--- src/rtl/crossbar_cfg_ctrl.sv ---
// PMU event crossbar configuration controller: shadow/active routing tables, atomic commit,
// per-output counter gating across the switch. Optional readback: CROSSBAR_CFG_READBACK_EN.
module crossbar_cfg_ctrl #(
  parameter  int N_IN     = 32,
  parameter  int N_OUT    = 24,
  parameter  int XBAR_LAT = 1,
  localparam int SEL_W    = $clog2(N_IN),
  localparam int IDX_W    = $clog2(N_OUT)
) (
  input  logic                   clk_i,
  input  logic                   rstn_i,
  input  logic                   wr_valid_i,
  output logic                   wr_ready_o,
  input  logic [IDX_W-1:0]       wr_idx_i,
  input  logic [SEL_W-1:0]       wr_sel_i,
  output logic                   wr_err_o,
  input  logic                   commit_i,
  output logic                   busy_o,
  output logic                   done_o,
  output logic [N_OUT*SEL_W-1:0] cfg_o,
  output logic [N_OUT-1:0]       gate_o,
  input  logic [IDX_W-1:0]       rd_idx_i,
  output logic [SEL_W-1:0]       rd_shadow_o,
  output logic [SEL_W-1:0]       rd_active_o
);
  localparam int CNT_W = $clog2(XBAR_LAT + 1);

  typedef enum logic [1:0] {S_IDLE, S_GATE, S_SETTLE} state_t;

  state_t                   r_state;
  state_t                   w_state_next;
  logic [N_OUT-1:0]         w_chg;
  logic [N_OUT-1:0]         r_chg_q;
  logic [CNT_W-1:0]         r_cnt;
  logic                     r_done;
  logic                     r_wr_err;
  logic                     w_wr_acc;
  logic                     w_wr_ok;
  logic [N_OUT*SEL_W-1:0]   w_shadow_flat;

  assign w_wr_acc = wr_valid_i && wr_ready_o;
  assign w_wr_ok  = (32'(wr_idx_i) < 32'(N_OUT)) && (32'(wr_sel_i) < 32'(N_IN));

  // One shadow/active pair per crossbar output; active only ever loads from shadow in GATE.
  for (genvar gi = 0; gi < N_OUT; gi++) begin : g_entry
    logic [SEL_W-1:0] r_shadow;
    logic [SEL_W-1:0] r_active;

    always_ff @(posedge clk_i or negedge rstn_i) begin
      if (!rstn_i) begin
        r_shadow <= '0;
        r_active <= '0;
      end else begin
        if (w_wr_acc && w_wr_ok && (32'(wr_idx_i) == gi))
          r_shadow <= wr_sel_i;
        if (r_state == S_GATE)
          r_active <= r_shadow;
      end
    end

    assign w_chg[gi]                        = (r_shadow != r_active);
    assign cfg_o[gi*SEL_W +: SEL_W]         = r_active;
    assign w_shadow_flat[gi*SEL_W +: SEL_W] = r_shadow;
  end

  always_ff @(posedge clk_i or negedge rstn_i) begin
    if (!rstn_i) r_state <= S_IDLE;
    else         r_state <= w_state_next;
  end

  always_comb begin
    w_state_next = r_state;
    case (r_state)
      S_IDLE:   if (commit_i) w_state_next = S_GATE;
      S_GATE:   w_state_next = S_SETTLE;
      S_SETTLE: if (r_cnt == '0) w_state_next = S_IDLE;
      default:  w_state_next = S_IDLE;
    endcase
  end

  always_comb begin
    wr_ready_o = (r_state == S_IDLE);
    busy_o     = (r_state != S_IDLE);
    gate_o     = '1;
    case (r_state)
      S_GATE:   gate_o = ~w_chg;
      S_SETTLE: gate_o = ~r_chg_q;
      default:  gate_o = '1;
    endcase
  end

  always_ff @(posedge clk_i or negedge rstn_i) begin
    if (!rstn_i) begin
      r_chg_q  <= '0;
      r_cnt    <= '0;
      r_done   <= 1'b0;
      r_wr_err <= 1'b0;
    end else begin
      r_done   <= (r_state == S_SETTLE) && (r_cnt == '0);
      r_wr_err <= w_wr_acc && !w_wr_ok;
      if (r_state == S_GATE) begin
        r_chg_q <= w_chg;
        r_cnt   <= CNT_W'(XBAR_LAT);
      end else if ((r_state == S_SETTLE) && (r_cnt != '0)) begin
        r_cnt <= r_cnt - 1'b1;
      end
    end
  end

  assign done_o   = r_done;
  assign wr_err_o = r_wr_err;

`ifdef CROSSBAR_CFG_READBACK_EN
  logic [SEL_W-1:0] r_rd_shadow;
  logic [SEL_W-1:0] r_rd_active;

  always_ff @(posedge clk_i or negedge rstn_i) begin
    if (!rstn_i) begin
      r_rd_shadow <= '0;
      r_rd_active <= '0;
    end else if (32'(rd_idx_i) < 32'(N_OUT)) begin
      r_rd_shadow <= w_shadow_flat[int'(rd_idx_i)*SEL_W +: SEL_W];
      r_rd_active <= cfg_o[int'(rd_idx_i)*SEL_W +: SEL_W];
    end else begin
      r_rd_shadow <= '0;
      r_rd_active <= '0;
    end
  end

  assign rd_shadow_o = r_rd_shadow;
  assign rd_active_o = r_rd_active;
`else
  // Readback index and shadow copy have no consumer in this build.
  logic w_unused_rd;
  assign w_unused_rd = ^{rd_idx_i, w_shadow_flat};
  assign rd_shadow_o = '0;
  assign rd_active_o = '0;
`endif

endmodule

--- config.mk ---
export PLATFORM = sky130hd
export DESIGN_NAME = crossbar_cfg_ctrl
export DESIGN_NICKNAME = d
export VERILOG_FILES = /design/src/rtl/crossbar_cfg_ctrl.sv
export SDC_FILE = /design/constraint.sdc
export NUM_CORES = 1
export LEC_CHECK = 0
export ABC_AREA = 1
export ABC_CLOCK_PERIOD_IN_PS = 1940
export BUFFER_PORTS_ARGS = -buffer_cell sky130_fd_sc_hd__clkbuf_2
export CAP_MARGIN = 20
export CORE_ASPECT_RATIO = 1.4
export CORE_MARGIN = 5
export CORE_UTILIZATION = 40
export DETAILED_ROUTE_END_ITERATION = 12
export PLACE_DENSITY = 0.58
export SLEW_MARGIN = 20
export SYNTH_ARGS = -nofsm -noshare
export SYNTH_HDL_FRONTEND = slang
export SYNTH_SLANG_ARGS = --single-unit
--- constraint.sdc ---
create_clock -name clk_i -period 1.94 [get_ports clk_i]
set_input_delay 0.194 -clock clk_i [delete_from_list [all_inputs] [get_ports clk_i]]
set_output_delay 0.194 -clock clk_i [all_outputs]
set_load 0.03 [all_outputs]
==> results of run 1 <==
-- metal layers --
metal  vias up  track usage  part of all wire
met1      5128        0.263              0.43
met5         -            0                 0
met2       206        0.353              0.49
li1       5622            -                 -
met4         0       0.0672             0.030
met3        49       0.0331             0.049
-- critical path: stages (launching register included) --
cell	delay, ns
sky130_fd_sc_hd__dfrtp_1	0.37
sky130_fd_sc_hd__inv_2	0.07
sky130_fd_sc_hd__buf_4	0.14
sky130_fd_sc_hd__ha_4	0.29
sky130_fd_sc_hd__inv_8	0.06
sky130_fd_sc_hd__buf_16	0.15
sky130_fd_sc_hd__a21oi_1	0.14
sky130_fd_sc_hd__nand2_2	0.09
sky130_fd_sc_hd__buf_8	0.14
-- cells by family after synthesis --
family | after synthesis | share of synthesized area
buf+inv | 343 | 0.112
compound gates | 268 | 0.105
flops | 269 | 0.525
simple gates | 817 | 0.253
other cells | 1 | 0.000293
fa+ha+maj | 5 | 0.00488
-- worst max-delay path by stage --
stage                from                 endpoint  slack (ns)  depth (start not counted)
5_1_grt        r_state[1]               gate_o[18]       -0.33                          9
3_3_place_gp   r_state[1]               gate_o[21]         0.1                          8
4_1_cts        r_state[1]                gate_o[2]       -0.28                          9
3_5_place_dp   r_state[0]  g_entry[16].r_shadow[4]        0.07                          7
6_report       r_state[1]               gate_o[16]       -0.25                          8
2_1_floorplan  r_state[0]  g_entry[16].r_shadow[0]        0.14                          7
-- stage by stage --
| stage | hold slack, ns | std cells | instance area [um2] |
|---|---|---|---|
| after global placement | 0.169 | 2246 | 14200 |
| after global routing | 0.0881 | 2360 | 16500 |
| final | 0.0783 | 2361 | 16600 |
| after floorplan | -0.102 | 1712 | 12900 |
| after CTS | 0.0561 | 2359 | 16300 |
| after detailed placement | 0.165 | 2246 | 14200 |
-- placed cells by master (no fill, tap or decap), types with 12 or more instances in the layout --
cell type                     n
sky130_fd_sc_hd__nand2_1    623
sky130_fd_sc_hd__inv_1      278
sky130_fd_sc_hd__dfrtp_1    269
sky130_fd_sc_hd__o21ai_0    216
sky130_fd_sc_hd__clkbuf_2   136
sky130_fd_sc_hd__nor2_1      90
sky130_fd_sc_hd__buf_4       55
sky130_fd_sc_hd__nand2_2     40
sky130_fd_sc_hd__clkbuf_16   27
sky130_fd_sc_hd__o21ai_1     25
sky130_fd_sc_hd__buf_8       24
sky130_fd_sc_hd__nand3_2     21
sky130_fd_sc_hd__a21oi_2     21
sky130_fd_sc_hd__buf_12      15
sky130_fd_sc_hd__buf_6       14
sky130_fd_sc_hd__nor2_2      12
-- sequential cells by signal (all words and copies together) (netlist names) --
name,count
g_entry.r_active,120
r_cnt,1
wr_err_o,1
r_state,2
g_entry.r_shadow,120
r_chg_q,24
done_o,1
-- power breakdown --
part | switching (uW) | total (uW) | leakage [uW] | internal (uW)
clock network | 2240 | 5530 | 0.000443 | 3290
logic | 11100 | 18200 | 0.00439 | 7140
registers | 1750 | 9450 | 0.00353 | 7700
-- timing repair --
action                                 CTS  global route
cloned                                   8             0
hold buffers                             7             0
gates resized for setup                115            89
buffers inserted                        49             6
pin swaps                               58            40
endpoints found under the hold margin   70             0
setup endpoints to repair               24            28
-- final cells by class --
| type | count | area [um2] |
|---|---|---|
| clock buffer | 40 | 774 |
| multi-input combinational | 1100 | 5060 |
| tap | 395 | 494 |
| fill | 3020 | 15000 |
| antenna | 1 | 2.50 |
| inverter | 286 | 1090 |
| timing repair buffer | 261 | 2250 |
| clock inverter | 9 | 153 |
| sequential | 269 | 6730 |
==> impl_metrics.ini, run 1 <==
[run_status]
run_status = finished, violations left
violated_checks = setup timing

[synth]
yosys_warnings = 0
synth-seq-area-share = 0.525
post_synth_main_area_contributors = sky130_fd_sc_hd__dfrtp_1 53%, sky130_fd_sc_hd__nand2_1 19%, sky130_fd_sc_hd__o21ai_0 8.4%
synthArstFlopShare = 1.00
synth_enable_flop_cells = 0
synthCells = 1703
synth-seq-cells = 269
post-synth-top-area-cell = sky130_fd_sc_hd__dfrtp_1
synth_commonest_cells = 655 x sky130_fd_sc_hd__nand2_1, 282 x sky130_fd_sc_hd__inv_1, 269 x sky130_fd_sc_hd__dfrtp_1, 216 x sky130_fd_sc_hd__o21ai_0, 105 x sky130_fd_sc_hd__nor2_1
most_common_cell_in_the_netlist = sky130_fd_sc_hd__nand2_1
synth.top_cell.area_share = 0.525
syn-mean-instance-area_um2 = 7.53
mappedNetlistArea_mm2 = 0.0128
ys_dominant_reg_cell = sky130_fd_sc_hd__dfrtp_1
ys_types = 22

[floorplanning]
dieArea_mm2 = 0.0358
initial_utilization = 0.406
floorplan.die.width_um = 161
io-pin-count = 177
core_region_area_mm2 = 0.0316
std_cell_rows = 77
die_height_um = 222

[sta]
final.min_clock_period_ns = 2.19
fin_worst_skew_ns = 0.0130
final.period_utilization = 1.13
final-max-slew-violation-count = 0
totalNegativeSetupSlack_ns = -5.26
clock.fmax_ghz = 0.456
postLayoutSetupSlackWorst_ns = -0.254
worst_margin_pin_slew_ns = 0.510
slew-limit-headroom = 0.660
rsz0062_at_grt = yes
setup_viol_count_final = 25
hold_violations = 0

[worst_setup_path]
ff2ff_path_depth = 15
worstReg2RegEnd = r_chg_q[6]
critical_path_required_ns = 1.75
critical_path.endpoint_type = output port
worstSetupPathType = register to output port
r2r_slack_ns = -0.02
maximum_fanout_along_the_worst_path = 6
cp.arrival_ns = 2.00
r2r-start = r_state[1]
timing.critical_path.from_type = register

[clock_tree]
clock_tree.buffer_depth = 3
cts_inserted_buffers = 27
cts_tree = done
cts_num_sinks = 269
clock_latency_ns = 0.55
cts.htree.levels = 1
clock-root-buffer = sky130_fd_sc_hd__clkbuf_16
worst_setup_hold_path_clk_slew_ns = 0.06

[route]
wl_um = 36400
antenna_violation_net_count_after_detailed_routing = 0
route.vias.total = 11000
post_drt_wl_per_cell_um = 15.4
vias_per_cell = 4.66
count_of_unresolved_drc_violations_after_routing = 0
detail_route.first_pass.iterations = 5
drt-initial-drc-count = 613

[placed_design]
place.detailed.hpwl_um = 23400
io_buffer_count = 161
gp_congestion = 0.811
detailedPlace.worstSlack_ns = 0.0652

[power_and_ir_drop]
pwr_density_cell_mw_per_mm2 = 2000
power.total_uw = 33200
static_leak_uw = 0.00836
peakVddDrop_v = 0.00115

[global_routing]
grtUsageTotal = 0.205
antenna_violations_before_repair = 0
grt_max_degree = 65
grt_pass1_wl_um = 58700
grt_pass1_vias = 10800
grt_overflow_total = 0

[min_path]
min_delay_path_depth = 4
hold_class = input pin to register
holdCritStartpoint = commit_i
min_delay_worst_endpoint = r_state[0]

[cells_and_area]
final_core_util = 0.524
post_route_cells_drive_above_1_share = 0.214
area_growth_syn_to_layout_pct = 29.1
nNetsFinal = 1969

[job]
cap_viol_max_count = 0
No activity file was read; power rests on OpenSTA's default activity.
==> run 2, diff against run 1 <==
- CORE_UTILIZATION: 40 -> 58
- GPL_TIMING_DRIVEN: default -> 0
- PLACE_DENSITY: 0.58 -> 0.79
==> impl_metrics.ini, run 2 (synthesis results as in run 1) <==
[global_routing]
grt_util_met2 = 0.521
grt_pass1_vias = 11600
use_met1 = 0.360
grt.busiest_layer = met2
grt_pass1_wl_um = 59400
antenna_violations_before_repair = 1
grt_overflow_total = 0
grt_max_degree = 89
met3_usage = 0.0492
grtUsageTotal = 0.298

[power_and_ir_drop]
static_leak_uw = 0.00839
pwr_density_cell_mw_per_mm2 = 2040
peakVddDrop_v = 0.00157

[worst_setup_path]
worstSetupPathType = register to output port
cp.arrival_ns = 2.08
critical_path.endpoint_type = output port
timing.critical_path.from_type = register
critical_path_required_ns = 1.75
critical_path.startpoint = r_state[1]
ff2ff_path_depth = 14
r2r-start = r_state[1]
maximum_fanout_along_the_worst_path = 10

[sta]
rsz0062_at_grt = yes
fin_worst_skew_ns = 0.0141
final-max-slew-violation-count = 0
clock.fmax_ghz = 0.440
final.period_utilization = 1.17
hold_violations = 0
worst_margin_pin_slew_ns = 0.906
setup_viol_count_final = 26
final.min_clock_period_ns = 2.28
slew-limit-headroom = 0.396
postLayoutSetupSlackWorst_ns = -0.335

[floorplanning]
dieArea_mm2 = 0.0252
std_cell_rows = 64
core_region_area_mm2 = 0.0218
die_height_um = 186
initial_utilization = 0.588
floorplan.die.width_um = 136
io-pin-count = 177

[placed_design]
io_buffer_count = 160
gp_congestion = 0.839
detailed_place.area_mm2 = 0.0141
place.detailed.hpwl_um = 24000
dp_cells = 2172

[route]
route.vias.total = 12100
antenna_violation_net_count_after_detailed_routing = 0
wl_um = 39700
detail_route.first_pass.iterations = 5
count_of_unresolved_drc_violations_after_routing = 0
post_drt_wl_per_cell_um = 17.4
vias_per_cell = 5.30
drt-initial-drc-count = 1037

[run_status]
run_status = finished, violations left
violated_checks = setup timing

[cells_and_area]
final_core_util = 0.761
fin_area_mm2 = 0.0166
stdcell_count = 2274
final_common_cell = sky130_fd_sc_hd__nand2_1
nNetsFinal = 1983
area_growth_syn_to_layout_pct = 29.3
final_cell_mix = 610 x sky130_fd_sc_hd__nand2_1, 277 x sky130_fd_sc_hd__inv_1, 268 x sky130_fd_sc_hd__dfrtp_1
post_route_cells_drive_above_1_share = 0.220
biggestRegsByFlops = g_entry.r_active x120, g_entry.r_shadow x120, r_chg_q x24

[clock_tree]
cts.htree.levels = 1
worst_setup_hold_path_clk_slew_ns = 0.07
clock-root-buffer = sky130_fd_sc_hd__clkbuf_16
cts_num_sinks = 269
cts_tree = done
clock_latency_ns = 0.54
cts_inserted_buffers = 26
clock_tree.buffer_depth = 3

[job]
cap_viol_max_count = 0

[min_path]
hold_class = input pin to async pin
## run 2: cell types whose count changed in the layout (fill, tap and decap cells not counted), moves of 6 or more
cell,previous run,this run
sky130_fd_sc_hd__a21oi_2,21,15
sky130_fd_sc_hd__buf_12,15,7
sky130_fd_sc_hd__buf_4,55,39
sky130_fd_sc_hd__clkbuf_1,8,22
sky130_fd_sc_hd__clkbuf_16,27,35
sky130_fd_sc_hd__nand2_1,623,610
sky130_fd_sc_hd__nand2_2,40,48
sky130_fd_sc_hd__o21ai_0,216,206
sky130_fd_sc_hd__o21ai_1,25,35
## run 2: critical path, cell delays in order (launching register included)
cell,delay (ns)
sky130_fd_sc_hd__dfrtp_1,0.39
sky130_fd_sc_hd__inv_2,0.09
sky130_fd_sc_hd__buf_12,0.13
sky130_fd_sc_hd__ha_4,0.28
sky130_fd_sc_hd__inv_8,0.05
sky130_fd_sc_hd__clkbuf_16,0.18
sky130_fd_sc_hd__a21oi_2,0.18
sky130_fd_sc_hd__nand2_2,0.10
sky130_fd_sc_hd__buf_8,0.14
## run 2: layer usage
metal / share of wire / routed length [um] / vias up
met3: 0.074 / 2940 / 183
met1: 0.36 / 14400 / 5663
met2: 0.49 / 19600 / 565
met4: 0.069 / 2750 / 0
met5: 0 / 0 / -
li1: - / - / 5652
## run 2: what timing repair did
| item | 4_1_cts | 5_1_grt |
|---|---|---|
| endpoints found under the setup margin | 114 | 109 |
| setup buffers | 31 | 19 |
| pin swaps | 31 | 68 |
| endpoints found under the hold margin | 104 | 0 |
| hold buffers | 7 | 0 |
| cloned | 4 | 4 |
| resized for setup | 133 | 146 |
## run 2: cell type report
class	count	area, um2
fill	1516	5200
timing repair buffer	219	1770
sequential	269	6730
buffer	56	507
multi-input combinational	1101	5200
tap	297	372
inverter	286	1080
clock inverter	10	154
antenna	1	2.50
clock buffer	35	756
## run 2: power by group
part	switching [uW]	leakage (uW)	internal (uW)	total, uW
Combinational	11900	0.00441	6960	18900
Sequential	1770	0.00353	7710	9480
Clock	2190	0.000453	3250	5440
## run 2: metrics by stage
stage	setup TNS [ns]	total power, uW	hold WS, ns	setup slack (ns)
5_1_grt	-7.96	35700	0.0842	-0.370
2_1_floorplan	0	18800	-0.102	0.138
3_5_place_dp	-10.77	23300	0.0413	-0.370
4_1_cts	-6.17	31400	0.0460	-0.305
3_3_place_gp	-1328.05	22900	0.437	-4.93
6_report	-6.87	33800	0.0454	-0.335
## run 2: final timing paths
kind	slack (ns)	end
setup reg to reg	-0.04	r_chg_q[0]
hold reg to reg	0.50	g_entry[0].r_active[1]
setup / recovery	-0.34	gate_o[20]
hold / removal	0.05	g_entry[11].r_active[3]
min in group clk_i	0.09	r_state[0]
max in group asynchronous	0.77	g_entry[1].r_active[3]
==> run 3, diff against run 2 <==
- RECOVER_POWER: default -> 100
==> impl_metrics.ini, run 3 (synthesis results as in run 1) <==
[route]
dr_wl_met3_um = 3040
vias_per_cell = 5.28
wl_um = 39900
post_drt_wl_per_cell_um = 17.5
dr_wl_met2_um = 19500
drt-initial-drc-count = 1049
count_of_unresolved_drc_violations_after_routing = 0
antenna_violation_net_count_after_detailed_routing = 0
route.vias.total = 12000
detail_route.first_pass.iterations = 5
topRoutingLayerUsed = met4
wirelength_met1_um = 14500

[min_path]
hold_class = input pin to register
min_delay_path_depth = 4

[placed_design]
detailed_place.area_mm2 = 0.0141
dp_cells = 2172
io_buffer_count = 160
gp_congestion = 0.839
place.detailed.hpwl_um = 24000

[clock_tree]
cts_tree = done
cts_num_sinks = 269
clock_tree.buffer_depth = 3
clock-root-buffer = sky130_fd_sc_hd__clkbuf_16
cts.htree.levels = 1
clock_latency_ns = 0.54
worst_setup_hold_path_clk_slew_ns = 0.07
cts_inserted_buffers = 26

[worst_setup_path]
worstReg2RegEnd = g_entry[10].r_shadow[4]
critical_path.slowest_cell = sky130_fd_sc_hd__dfrtp_1
timing.critical_path.from_type = register
critical_path.startpoint = r_state[1]
ff2ff_path_depth = 8
critical_path_required_ns = 1.75
maximum_fanout_along_the_worst_path = 10
path_cells = inv_2 -> buf_12 -> ha_4 -> inv_8 -> clkbuf_16 -> a21oi_2 -> nand2_2 -> buf_8
worstSetupPathType = register to output port
critical_path.endpoint_type = output port
r2r-start = r_state[1]
worst_path_max_stage_delay_ns = 0.39
cp.arrival_ns = 2.07
cp-endpoint = gate_o[20]
r2r_slack_ns = -0.04

[cells_and_area]
fin_area_mm2 = 0.0164
number_of_filler_cells_placed_in_the_layout = 1593
stdcell_count = 2274
final_core_util = 0.753
biggestRegsByFlops = g_entry.r_active x120, g_entry.r_shadow x120, r_chg_q x24
nNetsFinal = 1983
final_cell_mix = 610 x sky130_fd_sc_hd__nand2_1, 277 x sky130_fd_sc_hd__inv_1, 268 x sky130_fd_sc_hd__dfrtp_1
final_common_cell = sky130_fd_sc_hd__nand2_1
post_route_cells_drive_above_1_share = 0.157
area_growth_syn_to_layout_pct = 27.9

[floorplanning]
floorplan.die.width_um = 136
die_height_um = 186
std_cell_rows = 64
core_region_area_mm2 = 0.0218
io-pin-count = 177
initial_utilization = 0.588
dieArea_mm2 = 0.0252

[sta]
worst_margin_pin_slew_ns = 0.919
final-max-slew-violation-count = 0
slew-limit-headroom = 0.387
hold_violations = 0
final.period_utilization = 1.17
fin_worst_skew_ns = 0.0138
rsz0062_at_grt = yes
postLayoutSetupSlackWorst_ns = -0.324
setup_viol_count_final = 26
clock.fmax_ghz = 0.442
final.min_clock_period_ns = 2.26

[run_status]
violated_checks = setup timing
run_status = finished, violations left

[power_and_ir_drop]
static_leak_uw = 0.00797
peakVddDrop_v = 0.00156
pwr_density_cell_mw_per_mm2 = 2040

[global_routing]
grt_overflow_total = 0
grtUsageTotal = 0.298
grt_max_degree = 89
antenna_violations_before_repair = 1
grt_pass1_wl_um = 59400
grt_pass1_vias = 11600

[job]
cap_viol_max_count = 0
-- run 3: worst min-delay path by stage --
stage	slack (ns)	from	end
after global placement	0.44	wr_sel_i[2]	g_entry[0].r_shadow[2]
after detailed placement	0.04	rstn_i	g_entry[12].r_active[0]
after CTS	0.05	rstn_i	g_entry[12].r_active[0]
final	0.09	commit_i	r_state[0]
after floorplan	-0.10	rstn_i	done_o
after global routing	0.12	commit_i	r_state[0]
-- run 3: repair_timing --
item | 4_1_cts | 5_1_grt
buffers inserted | 31 | 19
endpoints found under the hold margin | 104 | 0
resized for setup | 133 | 146
hold buffers | 7 | 0
endpoints found under the setup margin | 114 | 109
pin swaps | 31 | 68
cloned | 4 | 4
-- run 3: per-stage QoR --
step / setup WS [ns] / setup TNS (ns) / power, uW / hold WS, ns
2_1_floorplan: 0.138 / 0 / 18800 / -0.102
3_3_place_gp: -4.93 / -1328.05 / 22900 / 0.437
3_5_place_dp: -0.370 / -10.77 / 23300 / 0.0413
4_1_cts: -0.305 / -6.17 / 31400 / 0.0460
5_1_grt: -0.370 / -48.97 / 35400 / 0.119
6_report: -0.324 / -6.74 / 33500 / 0.0861
-- run 3: area by class of cell --
class / instances / area (um2) / share of cell area
Multi-Input combinational cell: 1101 / 5200 / 0.317
Inverter: 286 / 1080 / 0.0661
Tap cell: 297 / 372 / 0.0227
Buffer: 56 / 507 / 0.0309
Timing Repair Buffer: 219 / 1590 / 0.0968
Clock inverter: 10 / 154 / 0.00939
Sequential cell: 269 / 6730 / 0.411
Clock buffer: 35 / 756 / 0.0461
Antenna cell: 1 / 2.50 / 0.000153
-- run 3: metal layers --
layer / up-vias / global-route usage
met3: 186 / 0.0492
met1: 5632 / 0.360
met4: 0 / 0.142
met5: - / 0
met2: 544 / 0.521
li1: 5642 / -
-- run 3: power by group --
group / internal (uW) / switching, uW
clock network: 3250 / 2200
registers: 7710 / 1760
logic: 6680 / 11900
-- run 3: critical path: cells and delay by family (launching register included) --
kind | cells | cell delay (ns)
compound gates | 1 | 0.18
fa+ha+maj | 1 | 0.28
buf+inv | 5 | 0.58
flops | 1 | 0.39
simple gates | 1 | 0.09
